==> src/rtl/ahbl_master_monitor.sv <==
// ahbl_master_monitor
// Passive run-time protocol checker for one AHB-Lite master port. It watches
// the address phase, data phase and response signals and evaluates ten rules
// every cycle. Any violation is held in a sticky flag for its rule, counted in
// a saturating counter, and the lowest rule of the first violating cycle is
// captured. Results appear one cycle after the offending bus cycle.
//
// Ports
//   clk, rst_n            clock, asynchronous active-low reset
//   src_h*                observed AHB-Lite master/slave signals
//   clr_errs              clears flags, counter and first-error capture
//   err_flags[9:0]        sticky per-rule flags
//                         (0 ALIGN, 1 SIZE, 2 STABLE, 3 SEQ_ORDER, 4 SEQ_ADDR,
//                          5 BURST_LEN, 6 EXCL_PIPE, 7 WDATA_STABLE,
//                          8 EXCL_RESV, 9 TIMEOUT)
//   err_any               OR of err_flags
//   err_count             saturating count of cycles with at least one violation
//   first_err             lowest rule of the first violating cycle, 4'hf = none
module ahbl_master_monitor #(
  parameter int         W_ADDR   = 32,
  parameter int         W_DATA   = 32,
  parameter int         W_CNT    = 16,
  parameter int         TIMEOUT  = 1024,
  parameter logic [9:0] ERR_MASK = 10'h3ff
) (
  input  logic              clk,
  input  logic              rst_n,
  input  logic              src_hready,
  input  logic              src_hresp,
  input  logic              src_hexokay,
  input  logic [W_ADDR-1:0] src_haddr,
  input  logic              src_hwrite,
  input  logic [1:0]        src_htrans,
  input  logic [2:0]        src_hsize,
  input  logic [2:0]        src_hburst,
  input  logic [3:0]        src_hprot,
  input  logic              src_hmastlock,
  input  logic              src_hexcl,
  input  logic [W_DATA-1:0] src_hwdata,
  input  logic [W_DATA-1:0] src_hrdata,
  input  logic              clr_errs,
  output logic [9:0]        err_flags,
  output logic              err_any,
  output logic [W_CNT-1:0]  err_count,
  output logic [3:0]        first_err
);

  localparam logic [1:0] HT_IDLE = 2'b00, HT_BUSY = 2'b01, HT_NSEQ = 2'b10, HT_SEQ = 2'b11;
  localparam int         W_TO    = (TIMEOUT > 1) ? $clog2(TIMEOUT + 1) : 1;
  localparam logic [W_TO-1:0] TO_MAX = W_TO'(TIMEOUT);
  localparam logic [W_TO-1:0] TO_M1  = W_TO'(TIMEOUT - 1);

  // Read data carries no protocol rule; it is observed only.
  logic w_unused;
  assign w_unused = ^src_hrdata;

  // Address-phase snapshot for the stability rule
  logic              r_ap_pend;
  logic [1:0]        r_ap_trans;
  logic              r_ap_write, r_ap_lock;
  logic [W_ADDR-1:0] r_ap_addr;
  logic [2:0]        r_ap_size, r_ap_burst;
  logic [3:0]        r_ap_prot;
  // Data-phase trackers
  logic              r_dp_active, r_dp_write, r_dp_excl, r_resv;
  logic              r_wstall;
  logic [W_DATA-1:0] r_hwdata_q;
  // Burst tracker
  logic              r_bst_open;
  logic [4:0]        r_bst_beat;
  logic [W_ADDR-1:0] r_bst_addr;
  logic [2:0]        r_bst_size, r_bst_burst;
  // Stall counter and results
  logic [W_TO-1:0]   r_stall_cnt;
  logic [9:0]        r_flags;
  logic [W_CNT-1:0]  r_count;
  logic [3:0]        r_first;

  logic              w_act, w_fixed, w_wrap;
  logic [4:0]        w_len;
  logic [W_ADDR-1:0] w_step, w_inc, w_wrap_m, w_exp_addr, w_align_m;
  logic [9:0]        w_rules, w_viol;
  logic [3:0]        w_low, w_first_base;

  assign w_act = (src_htrans != HT_IDLE);

  // Beat count and next-address prediction for the open burst
  always_comb begin
    unique case (r_bst_burst[2:1])
      2'b01:   w_len = 5'd4;
      2'b10:   w_len = 5'd8;
      2'b11:   w_len = 5'd16;
      default: w_len = 5'd0;
    endcase
    w_fixed    = (r_bst_burst[2:1] != 2'b00);
    w_wrap     = w_fixed && !r_bst_burst[0];
    w_step     = W_ADDR'(1) << r_bst_size;
    w_inc      = r_bst_addr + w_step;
    w_wrap_m   = (W_ADDR'(w_len) << r_bst_size) - W_ADDR'(1);
    w_exp_addr = w_wrap ? ((r_bst_addr & ~w_wrap_m) | (w_inc & w_wrap_m)) : w_inc;
    w_align_m  = (W_ADDR'(1) << src_hsize) - W_ADDR'(1);
  end

  always_comb begin
    w_rules    = '0;
    w_rules[0] = w_act && ((src_haddr & w_align_m) != '0);
    w_rules[1] = w_act && ((32'd8 << src_hsize) > 32'(W_DATA));
    // hresp in the held cycle already cleared r_ap_pend, exempting error responses
    w_rules[2] = w_act && r_ap_pend &&
                 ({src_htrans, src_hwrite, src_haddr, src_hsize, src_hburst, src_hprot, src_hmastlock} !=
                  {r_ap_trans, r_ap_write, r_ap_addr, r_ap_size, r_ap_burst, r_ap_prot, r_ap_lock});
    w_rules[3] = ((src_htrans == HT_SEQ) || (src_htrans == HT_BUSY)) && !r_bst_open;
    w_rules[4] = (src_htrans == HT_SEQ) && r_bst_open && (src_haddr != w_exp_addr);
    w_rules[5] = r_bst_open && w_fixed &&
                 (((src_htrans == HT_SEQ) && (r_bst_beat >= w_len)) ||
                  (((src_htrans == HT_IDLE) || (src_htrans == HT_NSEQ)) &&
                   (r_bst_beat < w_len) && !src_hresp));
    w_rules[6] = w_act && src_htrans[1] && src_hexcl && r_dp_active && r_dp_excl;
    w_rules[7] = r_dp_active && r_wstall && (src_hwdata != r_hwdata_q);
    w_rules[8] = r_dp_active && r_dp_write && r_dp_excl && !r_resv;
    w_rules[9] = (TIMEOUT != 0) && w_act && !src_hready && (r_stall_cnt == TO_M1);
  end

  assign w_viol       = w_rules & ERR_MASK;
  assign w_first_base = clr_errs ? 4'hf : r_first;

  always_comb begin
    w_low = 4'hf;
    for (int i = 9; i >= 0; i--)
      if (w_viol[i]) w_low = 4'(i);
  end

  always_ff @(posedge clk or negedge rst_n) begin
    if (!rst_n) begin
      r_ap_pend   <= 1'b0;
      r_ap_trans  <= HT_IDLE;
      r_ap_write  <= 1'b0;
      r_ap_lock   <= 1'b0;
      r_ap_addr   <= '0;
      r_ap_size   <= '0;
      r_ap_burst  <= '0;
      r_ap_prot   <= '0;
      r_dp_active <= 1'b0;
      r_dp_write  <= 1'b0;
      r_dp_excl   <= 1'b0;
      r_resv      <= 1'b0;
      r_wstall    <= 1'b0;
      r_hwdata_q  <= '0;
      r_bst_open  <= 1'b0;
      r_bst_beat  <= '0;
      r_bst_addr  <= '0;
      r_bst_size  <= '0;
      r_bst_burst <= '0;
      r_stall_cnt <= '0;
      r_flags     <= '0;
      r_count     <= '0;
      r_first     <= 4'hf;
    end else begin
      // A pending transfer held by a wait state must keep its address phase
      r_ap_pend  <= src_htrans[1] && !src_hready && !src_hresp;
      r_ap_trans <= src_htrans;
      r_ap_write <= src_hwrite;
      r_ap_lock  <= src_hmastlock;
      r_ap_addr  <= src_haddr;
      r_ap_size  <= src_hsize;
      r_ap_burst <= src_hburst;
      r_ap_prot  <= src_hprot;

      r_wstall   <= r_dp_active && r_dp_write && !src_hready;
      r_hwdata_q <= src_hwdata;

      if (src_hready) begin
        if (r_dp_active && r_dp_excl) r_resv <= src_hexokay && !r_dp_write;
        r_dp_active <= src_htrans[1];
        r_dp_write  <= src_hwrite;
        r_dp_excl   <= src_hexcl && src_htrans[1];
      end

      if (src_hready && (src_htrans == HT_NSEQ)) begin
        r_bst_open  <= 1'b1;
        r_bst_beat  <= 5'd1;
        r_bst_addr  <= src_haddr;
        r_bst_size  <= src_hsize;
        r_bst_burst <= src_hburst;
      end else if (src_hresp) begin
        r_bst_open <= 1'b0;
      end else if (src_hready && r_bst_open) begin
        // With beat == len, this accepted cycle completes the final data phase
        if ((w_fixed && (r_bst_beat >= w_len)) || (src_htrans == HT_IDLE)) begin
          r_bst_open <= 1'b0;
        end else if (src_htrans == HT_SEQ) begin
          r_bst_beat <= r_bst_beat + 5'd1;
          r_bst_addr <= src_haddr;
        end
      end

      if (src_hready)                 r_stall_cnt <= '0;
      else if (r_stall_cnt != TO_MAX) r_stall_cnt <= r_stall_cnt + W_TO'(1);

      r_flags <= (clr_errs ? 10'd0 : r_flags) | w_viol;
      if (clr_errs)                                r_count <= (w_viol != '0) ? W_CNT'(1) : '0;
      else if ((w_viol != '0) && (r_count != '1)) r_count <= r_count + W_CNT'(1);
      r_first <= ((w_first_base == 4'hf) && (w_viol != '0)) ? w_low : w_first_base;
    end
  end

  assign err_flags = r_flags;
  assign err_any   = |r_flags;
  assign err_count = r_count;
  assign first_err = r_first;

endmodule

==> config.mk <==
export PLATFORM = sky130hd
export DESIGN_NAME = ahbl_master_monitor
export DESIGN_NICKNAME = d
export VERILOG_FILES = /design/src/rtl/ahbl_master_monitor.sv
export SDC_FILE = /design/constraint.sdc
export NUM_CORES = 1
export LEC_CHECK = 0
export ABC_CLOCK_PERIOD_IN_PS = 3900
export CAP_MARGIN = 20
export CORE_ASPECT_RATIO = 1.5
export CORE_MARGIN = 2
export CORE_UTILIZATION = 49
export DETAILED_ROUTE_END_ITERATION = 7
export PLACE_DENSITY = 0.77
export SYNTH_ARGS = -nofsm -noshare
export SYNTH_HDL_FRONTEND = slang
export SYNTH_SLANG_ARGS = --single-unit
==> constraint.sdc <==
create_clock -name clk -period 3.9 [get_ports clk]
set_input_delay 0.585 -clock clk [delete_from_list [all_inputs] [get_ports clk]]
set_output_delay 0.585 -clock clk [all_outputs]
set_load 0.02 [all_outputs]
; ---- After elaboration in Yosys (flattened, before gate mapping)
; Cells that the tools add are included.
[word_totals]
regBits = 169
out_inout_bits = 31
[op_classes]
add_sub_neg = 6
magnitude_cmp = 3
n_eq_ne = 15
shifts = 4
n_mux = 34
n_bitwise = 6
reduce_logical = 60
[op_table]
columns = operator, count
row1 = 32-bit 2-to-1 mux, 6
row2 = 32-bit bitwise AND, 3
row3 = 32-bit != test, 2
row4 = 1-bit by 3-bit left shift with 32-bit output (first input constant), 2
row5 = 46-bit != test, 1
row6 = 4-bit 2-to-1 mux, 11
row7 = 1-bit logical AND, 35
row8 = 32-bit adder, 1
row9 = 32-bit by 6-bit greater-than comparator with 1-bit output (second input constant), 1
row10 = 16-bit 2-to-1 mux, 2
row11 = 32-bit inverter, 1
row12 = 32-bit bitwise OR, 1
row13 = 32-bit nonzero test, 1
row14 = 4-bit by 3-bit left shift with 32-bit output (first input constant), 1
row15 = 5-bit by 3-bit left shift with 32-bit output, 1
row16 = 32-bit by 1-bit subtractor with 32-bit output (second input constant), 1
row17 = 32-bit by 2-bit subtractor with 32-bit output (second input constant), 1
row18 = 5-bit 2-to-1 mux, 5
row19 = 11-bit 2-to-1 mux, 2
row20 = 16-bit by 1-bit adder with 16-bit output (second input constant), 1
row21 = 16-bit != test (second input constant), 1
row22 = 5-bit one-hot mux with 3 select lines, 1
row23 = 2-bit nonzero test, 6
row24 = 11-bit by 1-bit adder with 11-bit output (second input constant), 1
row25 = other kinds (22), 40

; ---- Logic depth before layout (Yosys ltp)
; Gate-level depths: netlist (run 1).
[depth]
depth_word = 16
ltp_mapped = 20

; ---- Worst setup path before layout (run 1)
; OpenSTA, ideal clock, no wires.
[synth_path]
kind = register to register
start = register r_bst_size[2]
end = register r_count[1], in the netlist err_count[1]
setup_time_ns = 0.132
arrival_ns = 3.650
t_required_ns = 3.768
path_slack_ns = 0.118
stages_incl_launch_ff = 18
period_less_slack_ns = 3.782
cell_sequence = dfrtp_1 buf_2 clkbuf_1 nor3_1 ha_1 a211oi_1 nor3_2 o22ai_1 mux2_1 mux2i_1 a21o_1 o2111ai_1 o2111a_2 o21ai_4 buf_6 buf_8 mux2i_1 nor2_1
[synth_between]
elab_chain_len = 11
[synth_lines]
columns = item, line_no
row1 = start: declaration, 72  ; logic [2:0] r_bst_size, r_bst_burst;
row2 = start signal: assignment, 183  ; r_bst_size <= src_hsize;
row3 = 5-bit by 3-bit left shift with 32-bit output, 99  ; w_wrap_m = (W_ADDR'(w_len) << r_bst_size) - W_ADDR'(1);
row4 = 32-bit by 1-bit subtractor with 32-bit output, 99
row5 = 32-bit inverter, 100  ; w_exp_addr = w_wrap ? ((r_bst_addr & ~w_wrap_m) | (w_inc & w_wrap_m)) : w_inc;
row6 = 32-bit bitwise AND, 100
row7 = 32-bit bitwise OR, 100
row8 = 32-bit 2-to-1 mux *, 100
row9 = 32-bit != test *, 113  ; w_rules[4] = (src_htrans == HT_SEQ) && r_bst_open && (src_haddr != w_exp_addr);
row10 = 1-bit logical AND *, 113
row11 = 10-bit nonzero test *, 202  ; else if ((w_viol != '0) && (r_count != '1)) r_count <= r_count + W_CNT'(1);
row12 = 1-bit logical AND *, 202
row13 = 2-bit nonzero test (no line) *, -
row14 = end signal: assignment, 201  ; if (clr_errs) r_count <= (w_viol != '0) ? W_CNT'(1) : '0;
row15 = end signal: assignment, 202
row16 = end: declaration, 76  ; logic [W_CNT-1:0] r_count;
; Every way passes the cells marked *; elsewhere a longest branch is shown, timed or not.
; A chain may end at the register's enable or synchronous reset.

; ---- Final worst setup path (run 1)
[layout_path]
start = register r_bst_size[2]
end = register r_count[10], in the netlist err_count[10]
; The elaborated chain is that of the path after synthesis.

==> results of run 1 <==
==> cell families (layout without fill, tap and decap cells) <==
logic type	count (synthesis)	after routing	synth area share, %
muxes	40	40	4.92
DFF	169	169	47.0
buffers and inverters	61	266	3.06
xor gates and xnor gates	144	144	14.0
and+or+nand+nor	268	268	16.1
AOI/OAI and AO/OA	159	159	12.2
adders and majority gates	19	19	2.72
==> sequential cells by signal, indices dropped and copies added, names as in the netlist <==
signal and count:
first_err 4, r_ap_lock 1, r_dp_write 1, r_stall_cnt 11, r_bst_open 1, r_ap_size 3, r_ap_addr 32, r_bst_size 3
r_hwdata_q 32, r_ap_write 1, r_ap_pend 1, r_ap_burst 3, r_dp_active 1, r_bst_addr 32, r_ap_prot 4, r_bst_burst 3
err_flags 10, r_resv 1, r_bst_beat 5, r_wstall 1, r_ap_trans 2, r_dp_excl 1, err_count 16
==> synth_stat cells (all sizes together), types with 3 or more instances <==
master and number:
inv 28, o2111ai 4, or2 6, or3 10
buf 16, nand4 29, nand2 55, a31oi 11
nor4b 3, nor2b 3, a21oi 35, nand3 27
a21o 12, mux2 34, xor2 71, and3 9
and2 3, ha 18, nand2b 8, nor4 24
dfrtp 165, clkbuf 16, nor2 55, nor3b 5
dfstp 4, nor3 17, o211ai 6, o21ai 41
nand4b 3, o31ai 9, mux2i 6, o22ai 5
a211oi 4, or4 6, xnor2 73
==> per-stage QoR <==
| step | hold WS (ps) | setup TNS [ps] | utilization (%) | instances |
|---|---|---|---|---|
| 2_1_floorplan | 289 | 0 | - | 860 |
| 3_3_place_gp | 458 | -527 | 59.8 | 1220 |
| 3_5_place_dp | 487 | -1970 | 59.8 | 1220 |
| 4_1_cts | 239 | -1.69 | 63.5 | 1256 |
| 5_1_grt | 250 | -4010 | 66.4 | 1282 |
| 6_report | 194 | -1470 | 66.4 | 1282 |
==> how the worst max path moves through the flow <==
stage / startpoint / endpoint / slack [ps] / cells past startpoint
after global placement: r_bst_size[0] / err_count[8] / -60 / 16
after global routing: r_bst_size[1] / err_count[3] / -260 / 18
after floorplan: r_bst_size[2] / err_count[1] / 120 / 17
final: r_bst_size[2] / err_count[10] / -110 / 17
after CTS: r_bst_size[0] / err_count[5] / -2 / 16
after detailed placement: r_bst_size[0] / err_count[3] / -140 / 16
==> power by group through the flow <==
stage	Combinational [mW]	Clock, mW	Sequential (mW)
6_report	1.51	1.68	2.08
4_1_cts	1.30	1.71	2.07
3_5_place_dp	1.27	0	2.10
3_3_place_gp	1.24	0	2.10
5_1_grt	1.63	1.79	2.10
2_1_floorplan	0.776	0	2.08
==> final cells by class <==
cell class,instances,area share [%]
multi-input cells,630,40.3
well taps,217,2.28
clock buffers,18,3.60
repair buffers,205,16.1
inverters,29,0.955
clock inverters,14,1.25
flip-flops and latches,169,35.5
==> layer usage <==
layer	vias to the layer above	wire length, um	GRT usage, %
li1	3459	-	-
met5	-	0	0
met4	0	1600	15.8
met2	303	12500	44.7
met3	97	1370	4.70
met1	3637	9070	27.9
==> repair_timing <==
| action | CTS | global route |
|---|---|---|
| setup endpoints to repair | 19 | 19 |
| endpoints found under the hold margin | 0 | 0 |
| pin swaps | 9 | 34 |
| buffers inserted | 4 | 26 |
| hold buffers | 0 | 0 |
| gates cloned | 0 | 0 |
| gates resized for setup | 13 | 64 |
==> metrics.yaml, run 1 <==
floorplan:
  io_pins: 148
  die_w_um: 115
  rows: 60
  start_util_pct: 50.2
  dieArea_um2: 19500
  core_um2: 17900
  dieHeight_um: 170
route:
  firstDrtPassIters: 6
  routed_wl_um: 24600
  drc: 0
  vias: 7496
  wire_per_inst_um: 19.2
  drtIter0Drc: 711
  vias_per_cell: 5.85
  ant_nets: 0
worst_setup_path:
  worstPathMaxFanout: 8
  r2r_end: "err_count[10]"
  crit_buf_inv: 3
  worst_setup_path_end_kind: "flop"
  worstPathRequired_ps: 4180
  r2r_slack_ps: -110
  max_stage_delay_ps: 440
  crit_path_frequent_cell: "buf_4"
  worst_setup_path_start_kind: "flop"
  worstReg2RegStart: "r_bst_size[2]"
  path_cells: "buf_4, nor3_4, ha_2, fa_2, xnor2_1, nand2_1, a221oi_2, buf_4, nand3_1, a2111oi_2, nor4b_4, o2111ai_2, o2111a_2, o21ai_4, buf_6, or4_1, a21oi_1"
  ff2ff_path_depth: 17
  setup.worst_path.class: "flop to flop"
  critical_path_arrival_ps: 4300
  critical-path-top-delay-family: "compound AO/OA/AOI/OAI gates"
  slowest_stage: "fa_2"
yosys:
  synth.avg_cell_area_um2: 10.5
  ys_types: 85
  synth_edf_count: 0
  yosysSeqAreaShare_pct: 47.0
  ys_async_sr_fraction_pct: 100
  synth_cells: 860
  synth_fp_nets: 996
  synth_warnings: 0
  yosysTopAreaCellShare_pct: 45.9
  yosysTopAreaCell: "dfrtp_1"
  synthTopCellsByArea: "dfrtp_1 (46%), xnor2_1 (7.1%), xor2_1 (6.9%)"
  synth_ff_type: "dfrtp_1"
  netlist_area_um2: 9000
  synth_seq_cells: 169
place:
  hpwlAfterDp_um: 17800
  gp_congestion: 0.985
  port_buffers: 115
  dp_slack_ps: -144
  placed_area_um2: 10700
power_and_ir_drop:
  p_clk_share_pct: 31.9
  p_switching_mw: 1.72
  totalPowerFinal_mw: 5.27
  p_comb_share_pct: 28.6
  seqPwrFrac_pct: 39.5
  p_int_mw: 3.55
  vdd_drop_max_v: 0.000347
  powerDensity_nw_per_um2: 443
  p_leak_nw: 4.92
  switching_share_pct: 32.7
job:
  maxCapViolCount: 0
timing:
  hold_viol_final: 0
  drv_slew: 0
  min_period_ps: 4010
  timing.final.crit_share_pct: 103
  rsz0062_at_grt: "true"
  fin_skew_ps: 11.4
  setup_viol: 18
  slew_headroom_pct: 46.4
  worst_pin_slew_ps: 805
  max_freq_ghz: 0.249
  setup_ws_ps: -115
worst_hold_path:
  hold_path_class: "primary input to async pin"
final_layout:
  antennaDiodeCount: 0
  layout-drive-gt1-share_pct: 21.3
  final_common_cell: "dfrtp_1"
  multiInputGateArea_um2: 4800
  nets: 1188
  fillers: 1372
  fin_area_um2: 11900
  syn2layout_area_growth_pct: 32.4
  layout_common_cells: "dfrtp_1 (165), clkdlybuf4s50_1 (114), buf_4 (73)"
  ff_latch_area_um2: 4230
global_routing:
  grt_usage_pct: 25.4
  grt_pass1_vias: 7547
  gr-total-overflow: 0
  grt_max_degree: 87
  grt_pass1_wl_um: 38200
  antenna_found_initial: 0
clocking:
  root_buffer: "clkbuf_16"
  cts_sinks: 169
  cts_tree: "done"
  cts_buffers: 17
  clockBufferDepth: 2
  ctsHtreeMaxLevel: 4
  clk-insertion-delay-late_ps: 430
  clk_pin_slew_ps: 70
outcome:
  status: "complete, but fails checks"
  violations: "negative setup slack"
No activity file was read; power rests on OpenSTA's default activity.
==> run 2, diff against run 1 <==
Settings changed: CORE_ASPECT_RATIO 1.5 to 0.9.
==> metrics.yaml, run 2 (same netlist as run 1, synthesis figures left out) <==
clocking:
  root_buffer: "clkbuf_16"
  ctsHtreeMaxLevel: 4  # unchanged
  holdBufCountCts: 0  # unchanged
  clk_pin_slew_ps: 70  # about the same
  cts_sinks: 169  # unchanged
  cts_tree: "done"
  clk-insertion-delay-late_ps: 440  # about the same
  clockBufferDepth: 2  # unchanged
  cts_buffers: 17  # unchanged
floorplan:
  rows: 47  # -22%
  core_um2: 18200  # +1.3%
  die_w_um: 147  # +28%
  io_pins: 148  # unchanged
  dieArea_um2: 19500  # -0.11%
  start_util_pct: 49.5  # -0.63 points
  dieHeight_um: 133  # -22%
worst_setup_path:
  critical_path_arrival_ps: 4340  # +40 ps
  slowest_stage: "or4_4"
  worstPathRequired_ps: 4250  # +70 ps
  setup.worst_path.class: "flop to flop"
  worstPathMaxFanout: 8  # unchanged
  worst_setup_path_end_kind: "flop"
  path_cells: "buf_6, buf_8, inv_2, nor3_4, ha_4, a211oi_4, o31ai_4, o211a_4, nand2_1, nor3b_1, o311a_1, o2111ai_2, o2111a_2, o21ai_4, buf_12, buf_12, or4_4, a21oi_2"
  max_stage_delay_ps: 480  # +40 ps
  worst_setup_path_start_kind: "flop"
  crit_path_frequent_cell: "buf_12"
place:
  hpwlAfterDp_um: 17500  # -1.6%
  gp_congestion: 0.987  # +0.12%
  placed_area_um2: 10900  # +1.4%
  port_buffers: 115  # unchanged
  dp_slack_ps: -165  # -21.3 ps
  dp.cells: 1261  # +3.4%
route:
  routed_wl_um: 24600  # about the same
  ant_nets: 0  # unchanged
  drtIter0Drc: 709  # -0.28%
  vias: 7374  # -1.6%
  firstDrtPassIters: 5  # -1
  vias_per_cell: 5.65  # -3.3%
  drc: 0  # unchanged
  wire_per_inst_um: 18.9  # -1.7%
timing:
  setup_ws_ps: -86.2  # +28.5 ps
  min_period_ps: 3990  # -28.5 ps
  fin_skew_ps: 12.4  # +1.06 ps
  hold_viol_final: 0  # unchanged
  worst_pin_slew_ps: 623  # -181 ps
  timing.final.crit_share_pct: 102  # -0.73 points
  fin_tns_setup_ps: -180  # +1290 ps
  drv_slew: 0  # unchanged
  max_freq_ghz: 0.251  # +0.72%
  slew_headroom_pct: 58.5  # +12 points
  hold_slack_ps: 126  # -68.3 ps
  setup_viol: 5  # -13
  rsz0062_at_grt: "true"
global_routing:
  grt_pass1_vias: 7352  # -2.6%
  grt_usage_pct: 25.8  # +0.34 points
  gr-total-overflow: 0  # unchanged
  antenna_found_initial: 0  # unchanged
  grt_pass1_wl_um: 39200  # +2.4%
  grt_max_degree: 74  # -15%
final_layout:
  fin_cells: 1304  # +1.7%
  fillers: 1414  # +3.1%
  fin_area_um2: 11900  # about the same
  final_common_cell: "dfrtp_1"
  ff_latch_area_um2: 4230  # unchanged
  multiInputGateArea_um2: 4770  # -0.76%
  post-route-util_pct: 65.5  # -0.89 points
  syn2layout_area_growth_pct: 32.3  # about the same
  nets: 1182  # -0.51%
  reg_top3: "r_ap_addr: 32 flops, r_bst_addr: 32 flops, r_hwdata_q: 32 flops"
  layout_common_cells: "dfrtp_1 (165), clkdlybuf4s50_1 (114), xor2_1 (71), xnor2_1 (71), buf_4 (71)"
  layout-drive-gt1-share_pct: 20.9  # -0.45 points
  antennaDiodeCount: 0  # unchanged
power_and_ir_drop:
  switching_share_pct: 32.9  # +0.15 points
  p_leak_nw: 4.90  # -0.34%
  p_int_mw: 3.54  # -0.27%
  p_switching_mw: 1.73  # +0.43%
  p_comb_share_pct: 28.0  # -0.6 points
  p_clk_share_pct: 32.4  # +0.5 points
  seqPwrFrac_pct: 39.6  # about the same
  totalPowerFinal_mw: 5.27  # about the same
  vdd_drop_max_v: 0.000331  # -4.5%
  powerDensity_nw_per_um2: 443  # about the same
outcome:
  violations: "negative setup slack"
  status: "complete, but fails checks"
worst_hold_path:
  hold_path_class: "primary input to async pin"
job:
  maxCapViolCount: 0  # unchanged
## run 2: changes by cell type in the layout (fill, tap and decap cells not counted), moves of 2 or more
cell | previous run | this run
clkinv_8 | 0 | 2
buf_6 | 13 | 6
buf_4 | 73 | 71
o21ai_0 | 33 | 31
buf_8 | 1 | 3
o21ai_1 | 5 | 8
o2111ai_1 | 1 | 3
inv_8 | 4 | 2
## run 2: final cells by class
| class | count | share of cell area, % |
|---|---|---|
| Clock buffer | 18 | 3.69 |
| Clock inverter | 14 | 1.30 |
| Inverter | 29 | 0.935 |
| Multi-Input combinational cell | 630 | 40.0 |
| Sequential cell | 169 | 35.6 |
| Tap cell | 245 | 2.57 |
| Timing Repair Buffer | 199 | 15.9 |
## run 2: per-layer routing
layer  routed length [um]  vias to the layer above  track usage (%)
met5                    0                        -                0
met4                  562                        0             8.04
met3                 1620                       38             6.79
met2                11400                      258             39.7
met1                11000                     3620             35.9
li1                     -                     3458                -
## run 2: repair_timing
action,CTS,global route
setup endpoints to repair,16,19
gates resized for setup,28,41
pin swaps,20,33
hold endpoints to repair,0,0
gates cloned,1,0
buffers inserted,8,4
## run 2: path summary, 6_finish.rpt
kind | from | end | slack (ps) | cells after the start
max | r_bst_size[1] | err_count[15] | -90 | 18
min | rst_n | r_hwdata_q[1] | 130 | 1
max reg2reg | r_bst_size[1] | err_count[15] | -90 | 18
min reg2reg | err_flags[4] | err_flags[4] | 520 | 1
max in group asynchronous | rst_n | r_stall_cnt[8] | 2880 | 2
min in group clk | err_flags[4] | err_flags[4] | 520 | 1
## run 2: power groups by stage
stage	Combinational (mW)	Clock [mW]	Sequential (mW)
3_5_place_dp	1.28	0	2.11
2_1_floorplan	0.776	0	2.08
3_3_place_gp	1.26	0	2.10
5_1_grt	1.59	1.81	2.11
6_report	1.48	1.71	2.09
4_1_cts	1.35	1.73	2.08
## run 2: critical path: cells and delay by family (launching register included)
family	cells	cell delay (ps)
AOI/OAI and AO/OA	8	1870
adders and majority gates	1	250
buffers and inverters	5	560
DFF	1	370
and+or+nand+nor	4	840
